## config.mk

```make
export PLATFORM = sky130hd
export DESIGN_NAME = posit_encode_pipe
export DESIGN_NICKNAME = d
export VERILOG_FILES = /design/src/rtl/posit_pkg.sv /design/src/rtl/posit_round_rne.sv /design/src/rtl/posit_encode_pipe.sv
export SDC_FILE = /design/constraint.sdc
export NUM_CORES = 1
export LEC_CHECK = 0
export ABC_AREA = 1
export CAP_MARGIN = 5
export CORE_MARGIN = 5
export CORE_UTILIZATION = 53
export DETAILED_ROUTE_END_ITERATION = 7
export PLACE_DENSITY = 0.73
export SLEW_MARGIN = 5
export SYNTH_ARGS = -nofsm -noshare
export SYNTH_HDL_FRONTEND = slang
export SYNTH_SLANG_ARGS = --single-unit
```

## constraint.sdc

```tcl
create_clock -name Clock -period 6.2 [get_ports Clock]
set_input_delay 1.55 -clock Clock [delete_from_list [all_inputs] [get_ports Clock]]
set_output_delay 1.55 -clock Clock [all_outputs]
set_load 0.1 [all_outputs]
```

## src/rtl/posit_pkg.sv

```systemverilog
// Shared posit definitions: width helper, special-pattern helpers and the
// decoded-field bundle exchanged between the extraction and encode blocks.
package posit_pkg;

  localparam int POSIT_N  = 8;
  localparam int POSIT_ES = 3;

  // Ceiling log2, evaluated at elaboration time.
  function automatic int log2(input int value);
    int result;
    result = 0;
    for (int i = 0; i < 31; i++) begin
      if ((1 << i) < value) result = i + 1;
    end
    return result;
  endfunction

  function automatic logic [63:0] nar_pattern(input int n);
    return 64'd1 << (n - 1);
  endfunction

  function automatic logic [63:0] maxpos_mag(input int n);
    return (64'd1 << (n - 1)) - 64'd1;
  endfunction

  function automatic logic [63:0] minpos_mag(input int n);
    return (n > 1) ? 64'd1 : 64'd0;
  endfunction

  localparam int POSIT_RS = log2(POSIT_N);
  localparam int POSIT_MW = POSIT_N - POSIT_ES + 3;

  typedef struct packed {
    logic                     sign;
    logic signed [POSIT_RS:0] regime;
    logic [POSIT_ES-1:0]      exponent;
    logic [POSIT_MW-1:0]      mantissa;
    logic                     zero;
    logic                     nar;
  } posit_fields_t;

endpackage

```

## src/rtl/posit_round_rne.sv

```systemverilog
// Round-to-nearest-even on the kept magnitude bits, then clamp so the result
// never rounds to zero and never carries into the NaR pattern.
module posit_round_rne
  import posit_pkg::*;
#(
  parameter int N = POSIT_N
) (
  input  logic [N-2:0] kept,
  input  logic         guard,
  input  logic         sticky,
  output logic [N-2:0] mag
);

  localparam int MW = N - 1;
  localparam logic [N-2:0] MAX_MAG = MW'(maxpos_mag(N));
  localparam logic [N-2:0] MIN_MAG = MW'(minpos_mag(N));

  logic         round_up;
  logic [N-1:0] sum;

  assign round_up = guard && (sticky || kept[0]);
  assign sum      = {1'b0, kept} + N'(round_up);

  // NOTE: every output gets a default first, so no path leaves it unassigned and no latch is inferred.
  always_comb begin
    mag = sum[N-2:0];
    if (sum[N-1]) begin
      mag = MAX_MAG;
    end else if (sum[N-2:0] == '0) begin
      mag = MIN_MAG;
    end
  end

endmodule

```

## src/rtl/posit_encode_pipe.sv

```systemverilog
// Three-stage posit encoder: S1 captures fields, S2 builds regime/exponent/fraction
// and rounds, S3 applies sign and special cases. One global stall holds all stages.
module posit_encode_pipe
  import posit_pkg::*;
#(
  parameter int N  = POSIT_N,
  parameter int ES = POSIT_ES,
  parameter int RS = log2(N)
) (
  input  logic               Clock,
  input  logic               nReset,
  input  logic               InValid,
  output logic               InReady,
  input  logic               InZero,
  input  logic               InNaR,
  input  logic               Sign,
  input  logic signed [RS:0] RegimeValue,
  input  logic [ES-1:0]      Exponent,
  input  logic [N-ES+2:0]    Mantissa,
  output logic               OutValid,
  input  logic               OutReady,
  output logic [N-1:0]       Posit
);

  localparam int FW    = N - ES + 2;     // fraction bits below the hidden one
  localparam int TW    = ES + FW;        // exponent + fraction tail
  localparam int SW    = (N - 1) + TW;   // regime window followed by the tail
  localparam int K_MIN = -(N - 1);
  localparam int K_MAX = N - 2;
  localparam logic [N-1:0] NAR = N'(nar_pattern(N));

  logic advance;

  // The only back-pressure source is a held output word.
  assign advance = !(OutValid && !OutReady);
  assign InReady = advance;

  // ---------------- S1: capture ----------------
  logic          s1_valid;
  posit_fields_t s1;

  // NOTE: all state, data included, is reset with non-blocking assignments; the pipe is shallow and Posit must read 0 in reset.
  always_ff @(posedge Clock or negedge nReset) begin
    if (!nReset) begin
      s1_valid <= 1'b0;
      s1       <= '0;
    end else if (advance) begin
      s1_valid <= InValid;
      if (InValid) begin
        s1 <= '{sign: Sign, regime: RegimeValue, exponent: Exponent,
                mantissa: Mantissa, zero: InZero, nar: InNaR};
      end
    end
  end

  // ---------------- S2: regime, assemble, round ----------------
  int            k_clamped;
  int            run;
  int            regime_len;
  logic [N-2:0]  regime_bits;
  logic [SW-1:0] assembled;
  logic [N-2:0]  kept;
  logic          guard;
  logic          sticky;
  logic [N-2:0]  rounded;

  always_comb begin
    k_clamped = int'(s1.regime);
    if (k_clamped < K_MIN) k_clamped = K_MIN;
    else if (k_clamped > K_MAX) k_clamped = K_MAX;
    run        = (k_clamped >= 0) ? k_clamped + 1 : -k_clamped;
    // The terminator is dropped once the run alone fills the magnitude.
    regime_len = (run >= N - 1) ? N - 1 : run + 1;
    regime_bits = '0;
    for (int i = 0; i < N - 1; i++) begin
      if (i < run) regime_bits[N-2-i] = (k_clamped >= 0);
      else if (i == run) regime_bits[N-2-i] = (k_clamped < 0);
    end
    assembled = {regime_bits, {TW{1'b0}}}
              | (SW'({s1.exponent, s1.mantissa[FW-1:0]}) << (N - 1 - regime_len));
  end

  assign kept   = assembled[SW-1 -: N-1];
  assign guard  = assembled[SW-N];
  assign sticky = |assembled[SW-N-1:0];

  posit_round_rne #(.N(N)) u_round (
    .kept   (kept),
    .guard  (guard),
    .sticky (sticky),
    .mag    (rounded)
  );

  logic         s2_valid;
  logic         s2_sign;
  logic         s2_zero;
  logic         s2_nar;
  logic [N-2:0] s2_mag;

  always_ff @(posedge Clock or negedge nReset) begin
    if (!nReset) begin
      s2_valid <= 1'b0;
      s2_sign  <= 1'b0;
      s2_zero  <= 1'b0;
      s2_nar   <= 1'b0;
      s2_mag   <= '0;
    end else if (advance) begin
      s2_valid <= s1_valid;
      s2_sign  <= s1.sign;
      s2_zero  <= s1.zero;
      s2_nar   <= s1.nar;
      s2_mag   <= rounded;
    end
  end

  // ---------------- S3: sign and special cases ----------------
  logic [N-1:0] posit_next;

  always_comb begin
    posit_next = {1'b0, s2_mag};
    if (s2_nar) posit_next = NAR;
    else if (s2_zero) posit_next = '0;
    else if (s2_sign) posit_next = -{1'b0, s2_mag};
  end

  always_ff @(posedge Clock or negedge nReset) begin
    if (!nReset) begin
      OutValid <= 1'b0;
      Posit    <= '0;
    end else if (advance) begin
      OutValid <= s2_valid;
      if (s2_valid) Posit <= posit_next;
    end
  end

endmodule

```

# Yosys cells after proc, flatten, opt, wreduce, memory -nomap -nowiden
# Index checks and enable logic that the tools add are counted.
word_totals:
  register_bits: 38
  in_bits: 22
  output_inout_bits: 10
  wordCells: 74
classes:
  add_sub_neg: 6
  magnitude_cmp: 12
  n_eq_ne: 6
  n_shift: 1
  muxes: 23
  bitwise_logic: 2
  n_reduce_logical: 10
op_table:
  columns: ["cell", "n"]
  rows:
  - ["32-bit 2-to-1 mux", 4]
  - ["4-bit by 32-bit equality test with 1-bit output, first input constant", 3]
  - ["4-bit by 32-bit less-than comparator with 1-bit output, first input constant", 3]
  - ["32-bit by 2-bit adder with 32-bit output, second input constant", 2]
  - ["3-bit by 32-bit equality test with 1-bit output, first input constant", 2]
  - ["3-bit by 32-bit less-than comparator with 1-bit output, first input constant", 2]
  - ["2-bit by 32-bit equality test with 1-bit output, first input constant", 1]
  - ["32-bit by 1-bit >= comparator with 1-bit output, second input constant", 1]
  - ["32-bit by 4-bit >= comparator with 1-bit output, second input constant", 1]
  - ["32-bit zero test", 1]
  - ["1-bit by 32-bit less-than comparator with 1-bit output, first input constant", 1]
  - ["2-bit by 32-bit less-than comparator with 1-bit output, first input constant", 1]
  - ["32-bit by 1-bit less-than comparator with 1-bit output, second input constant", 1]
  - ["32-bit negator", 1]
  - ["10-bit by 32-bit << shifter with 17-bit output", 1]
  - ["4-bit by 32-bit subtractor with 32-bit output, first input constant", 1]
  - ["8-bit 2-to-1 mux", 3]
  - ["17-bit bitwise OR", 1]
  - ["1-bit 2-to-1 mux", 14]
  - ["7-bit 2-to-1 mux", 2]
  - ["9-bit OR reduction", 1]
  - ["7-bit by 1-bit adder with 8-bit output", 1]
  - ["7-bit negator with 8-bit output", 1]
  - ["7-bit zero test", 1]
  - ["7 further kinds", 10]

# Logic depth before layout (Yosys ltp)
logic_depth:
  ltp_word: 17
  ltp_mapped: 48
  depth_no_buf: 46

# Hierarchy
# A second synthesis with hierarchy kept.
unflattened:
  hier_cells: 694
  area_unflattened_um2: 4384.2
modules_own_cells:
  columns: ["module", "instances", "cells_each", "area_each_um2"]
  rows:
  - ["posit_encode_pipe", 1, 645, 4139.0]
  - ["posit_round_rne", 1, 49, 245.2]

# Least setup slack after synthesis
# Ideal clock, no wire load.
synth_timing:
  path_type: "register -> register"
  startpoint: "register s1[16] (netlist bit)"
  endpoint: "register s2_mag[6]"
  setup_ps: 181
  t_arrival_ps: 5439
  required_ps: 6019
  slack_ps: 580
  path_stages_with_launch: 47
  synth_period_minus_slack_ps: 5620
  cell_sequence: "dfrtp_1 -> o31ai_1 -> ha_1 -> inv_2 -> nand2_1 -> nand2_2 -> inv_1 -> ha_1 -> nand2_1 -> ha_1 -> inv_1 -> nand2_1 -> o21ai_1 -> inv_1 -> nand2_1 -> inv_1 -> nand3_1 -> nor2_1 -> [11 not listed] -> nor2_1 -> nand2_1 -> nor2_4 -> buf_6 -> nand3_2 -> nand3_2 -> nand2_1 -> a21oi_1 -> nand3_2 -> a21oi_4 -> ha_1 -> nand2_1 -> nor2_2 -> nand2_1 -> nand2_1 -> nand2_1 -> o21ai_0 -> o21ai_0"
synth_via:
  elab_chain_len: 17
  elab_cells_between_ends: 50
  classes_between: "add/sub: 5; order compare: 12; eq/ne: 6; shift: 1; mux: 20; bitwise: 1; reduce/logical: 5"
synth_rtl:
  columns: ["element", "line_no", "source"]
  rows:
  - ["start, declared", "posit_encode_pipe.sv:40", "posit_fields_t s1;"]
  - ["start signal, assigned", "posit_encode_pipe.sv:50", "s1 <= '{sign: Sign, regime: RegimeValue, exponent: Exponent,"]
  - ["4-bit > comparator", "posit_encode_pipe.sv:70", "else if (k_clamped > K_MAX) k_clamped = K_MAX;"]
  - ["32-bit 2-to-1 mux", "posit_encode_pipe.sv:70", null]
  - ["32-bit 2-to-1 mux (*)", "posit_encode_pipe.sv:69", "if (k_clamped < K_MIN) k_clamped = K_MIN;"]
  - ["32-bit negator, or another cell as far along", "posit_encode_pipe.sv:71", "run = (k_clamped >= 0) ? k_clamped + 1 : -k_clamped;"]
  - ["32-bit 2-to-1 mux", "posit_encode_pipe.sv:71", null]
  - ["32-bit by 2-bit adder with 32-bit output or 32-bit by 4-bit >= comparator with 1-bit output (tied branches)", "posit_encode_pipe.sv:73", "regime_len = (run >= N - 1) ? N - 1 : run + 1;"]
  - ["32-bit 2-to-1 mux", "posit_encode_pipe.sv:73", null]
  - ["4-bit by 32-bit subtractor with 32-bit output", "posit_encode_pipe.sv:80", "| (SW'({s1.exponent, s1.mantissa[FW-1:0]}) << (N - 1 - regime_len));"]
  - ["10-bit by 32-bit << shifter with 17-bit output", "posit_encode_pipe.sv:80", null]
  - ["17-bit bitwise OR (*)", "posit_encode_pipe.sv:80", null]
  - ["9-bit OR reduction", "posit_encode_pipe.sv:85", "assign sticky = |assembled[SW-N-1:0];"]
  - ["1-bit logical OR", "posit_round_rne.sv:21", "assign round_up = guard && (sticky || kept[0]);"]
  - ["1-bit logical AND", "posit_round_rne.sv:21", null]
  - ["7-bit by 1-bit adder with 8-bit output (*)", "posit_round_rne.sv:22", "assign sum = {1'b0, kept} + N'(round_up);"]
  - ["7-bit zero test", "posit_round_rne.sv:29", "end else if (sum[N-2:0] == '0) begin"]
  - ["7-bit 2-to-1 mux", "posit_round_rne.sv:29", null]
  - ["7-bit 2-to-1 mux (*)", "posit_round_rne.sv:27", "if (sum[N-1]) begin"]
  - ["end signal, assigned", "posit_encode_pipe.sv:112", "s2_mag <= rounded;"]
  - ["end, declared", "posit_encode_pipe.sv:98", "logic [N-2:0] s2_mag;"]
# Every way passes the cells marked *; elsewhere a longest branch is shown, timed or not.
# A chain may end at the register's enable or synchronous reset.

# Worst setup path after layout
layout_timing:
  startpoint: "register s1[13] (netlist bit)"
  endpoint: "register s2_mag[0]"
# Same word-level chain as after synthesis.

==> summary.md <==
| Metric | Value |
|---|---|
| Via-to-Cell Ratio | 5.34 |
| Number of enable-type register cells in the synthesized netlist | 0 |
| Detailed Route WL | 10.3 mm |
| Starting DRT DRC Count | 280 |
| Placed instance count | 802 |
| Highest net fanout along the worst path | 14 |
| Leakage power summed over all cells | 0.00251 uW |
| Wire length of the first global-routing pass | 17.6 mm |
| Endpoint kind of the worst setup timing path | flop |
| Clock transition at the registers of the reported paths | 0.07 ns |
| Gpl congestion | 0.915 |
| Number of distinct library cells after synthesis | 43 |
| Synth async-reset ratio | 100% |
| Die outline area | 9650 um^2 |
| Starting utilization of the core area | 54.0% |
| Signed area change from the synthesized netlist to the final layout | 21.0% |
| Kind of start point of the critical path | flop |
| Longest individual stage delay on the worst path | 0.40 ns |
| Number of antenna violations at the first check in global routing | 0 |
| Largest buffer count on any clock path | 2 |
| Cell row count | 32 |
| Slew margin rel. | 35.2% |
| Shortest period the worst path allows | 5.75 ns |
| Ratio of cells with drive above 1 in the final layout | 17.5% |
| Required time at the endpoint of the critical path | 6.37 ns |
| Power per Cell Area | 576 nW/um^2 |
| CTS buffer count | 5 |
| Result of the run | finished, final reports clean |
| Total iterations of the first detailed-routing run | 5 |
| Worst path most repeated cell | nand2_1 |
| Number of hold buffers added after CTS | 0 |
| Largest net degree at the start of global routing | 39 |
| Part of the Yosys area used for sequential elements | 23.0% |
| Number of hold violations in the final report | 0 |
| Overflow left after global routing | 0 |
| Endpoint of the worst setup timing path | s2_mag[0]$_DFFE_PN0N_ |
| Actual transition at the worst max-transition pin | 0.969 ns |
| Synthesis-stage register bit count | 38 |
| Cell at the root of the clock tree | clkbuf_8 |
| Average footprint of a synthesized cell | 6.27 um^2 |
| Number of cells in the finished layout apart from fillers | 818 |
| Final setup violating endpoints | 0 |
| Clock share of power | 8.8% |
| # diodes | 0 |
| Net count of the finished layout | 761 |
| Util after Layout | 65.3% |
| Via total after detailed routing | 4367 |
| Synth Net Count | 704 |
| Clock tree from TritonCTS | yes |
| R2r startpoint | s1[13]$_DFFE_PN0P_ |
| Beginning of the critical path | s1[13]$_DFFE_PN0P_ |
| Top_reg_cell synth | dfrtp_1 |
| Length in cells of the worst reg-to-reg path | 39 |
| Number of max-slew violations in the final report | 0 |
| Internal power component | 1250 uW |
| Tot GR Track Use | 21.1% |
| Floorplan die width | 98.3 um |
| Top-Level Pins | 32 |
| Core region area | 7650 um^2 |
| Netlist area before placement | 4130 um^2 |
| Worst voltage drop across the vdd grid | 261 uV |
| Fraction of power consumed by combinational cells | 77.7% |
| DRC violations left | 0 |
| Critical Path AT | 5.93 ns |
| Number of nets with antenna violations after routing | 0 |
| Latest clock arrival within the worst-skew pair | 0.29 ns |
| Cells after Synth | 658 |
| Worst hold-check path type | reg -> reg |
| Fraction of power consumed by sequential logic | 13.5% |
| Die outline height | 98.3 um |
| Portion of the clock cycle consumed by the worst path in the final layout | 92.8% |
| Buffers on Ports | 30 |
| P_sw | 1620 uW |
| Start-to-end type of the worst setup path | reg -> reg |
| # H-tree levels | 2 |
| Critical path's slowest cell | dfrtp_1 |
| Register-to-register setup slack | 0.45 ns |
| WL per Instance | 12.6 um |
| Max Cap Viol | 0 |
| Count of yosys warnings during synthesis | 0 |
| Switching part of the total | 56.5% |
| R2R Path End | s2_mag[0]$_DFFE_PN0N_ |
| Clock skew after layout | 0.00871 ns |
| Max Clock Freq | 0.174 GHz |
| Vias in the first global route | 4015 |
| Origin of the worst min-delay path | Posit[3]$_DFFE_PN0P_ |
| Sinks on the clock net | 38 |
| Half-perimeter wire length after placement | 8.01 mm |
==> cell usage in the layout, fill, tap and decap left out, drive strengths merged, types with 2 or more instances in the layout <==
master / instances
a21oi: 22
a31oi: 5
buf: 38
bufinv: 2
clkbuf: 5
clkdlybuf4s50: 28
dfrtp: 38
ha: 24
inv: 90
mux2: 12
nand2: 211
nand3: 95
nand3b: 2
nand4: 15
nor2: 68
nor3: 8
o21ai: 37
o31ai: 5
or2: 2
==> layer usage <==
| metal | wire length, um | share of wire [%] | global-route usage [%] |
|---|---|---|---|
| met1 | 4740 | 46 | 28.4 |
| met2 | 4970 | 48 | 36.2 |
| met3 | 505 | 4.9 | 3.14 |
| met4 | 114 | 1.1 | 3.89 |
| met5 | 0 | 0 | 0 |
==> worst max-delay path: cells and delay by family (launching register included) <==
family          cells  cell delay [ns]
simple gates       26             3.04
fa+ha+maj           5             1.17
compound gates      4             0.55
flops               1             0.40
buf+inv             4             0.46
==> cells by family after synthesis <==
logic type | share of synthesized area (%)
adders and majority gates | 7.27
AOI/OAI and AO/OA | 10.5
xor gates and xnor gates | 0.424
buffers and inverters | 10.8
and+or+nand+nor | 44.7
muxes | 3.27
DFF | 23.0
==> final cells by class <==
type | instances | area, um^2
tap | 102 | 128
clock inverter | 3 | 68.8
sequential | 38 | 952
timing repair buffer | 66 | 579
inverter | 90 | 338
clock buffer | 5 | 68.8
fill | 700 | 2650
multi-input combinational | 514 | 2860
==> cells in the mapped netlist, types with 2 or more instances <==
library cell  number  area share (%)
nand4_1           14             2.1
nand3_2            9             2.2
clkbuf_1           4            0.36
o21ai_1            6            0.73
nand3b_1           2            0.36
inv_2              6            0.55
buf_2              4            0.49
a21oi_2            2            0.42
nor3_1             6            0.73
nand2_2            6            0.91
nor2_2             4            0.61
nor2_4             4             1.1
o21ai_2            2            0.42
nand2_4            4             1.1
a31oi_1            5            0.76
nand3_1           86              10
a21oi_1           19             2.3
o31ai_1            4            0.73
nand2_1          201              18
clkbuf_4           2            0.36
inv_1             84             7.6
ha_1              24             7.3
dfrtp_1           38              23
mux2_2            12             3.3
buf_6              4             1.1
nor2_1            60             5.5
o21ai_0           29             3.5
nor3_2             2            0.49
==> through the flow <==
step | area [um^2] | TNS, ns | hold slack [ns] | setup WS [ns] | power [uW]
after floorplan | 4130 | 0 | 0.448 | 0.580 | 1990
after global placement | 4660 | 0 | 0.462 | 0.346 | 2400
after detailed placement | 4660 | 0 | 0.465 | 0.179 | 2450
after CTS | 4800 | 0 | 0.485 | 0.156 | 2710
after global routing | 5000 | -0.0522 | 0.509 | -0.0346 | 3150
final | 5000 | 0 | 0.479 | 0.448 | 2880
==> power groups by stage <==
stage	clock [uW]	sequential [uW]	combinational (uW)
after floorplan	0	540	1450
final	254	387	2230
after global placement	0	386	2010
after global routing	273	395	2480
after CTS	259	384	2070
after detailed placement	0	389	2060
==> flip-flops by register name (all words and copies together), names as in the netlist <==
name and flops:
OutValid 1, s2_zero 1, s2_mag 7, s1_valid 1
s1 17, Posit 8, s2_nar 1, s2_sign 1
s2_valid 1
==> worst min-delay path by stage <==
stage,endpoint,slack (ns),cells after the start
2_1_floorplan,s2_nar$_DFFE_PN0N_,0.45,2
3_3_place_gp,Posit[4]$_DFFE_PN0P_,0.46,2
3_5_place_dp,Posit[3]$_DFFE_PN0P_,0.46,2
4_1_cts,Posit[3]$_DFFE_PN0P_,0.48,2
5_1_grt,Posit[2]$_DFFE_PN0P_,0.51,2
6_report,Posit[3]$_DFFE_PN0P_,0.48,2
==> repair_timing <==
item,CTS,global route
setup endpoints to repair,0,7
setup buffers,0,8
gates resized for setup,0,33
No activity file was read; power rests on OpenSTA's default activity.
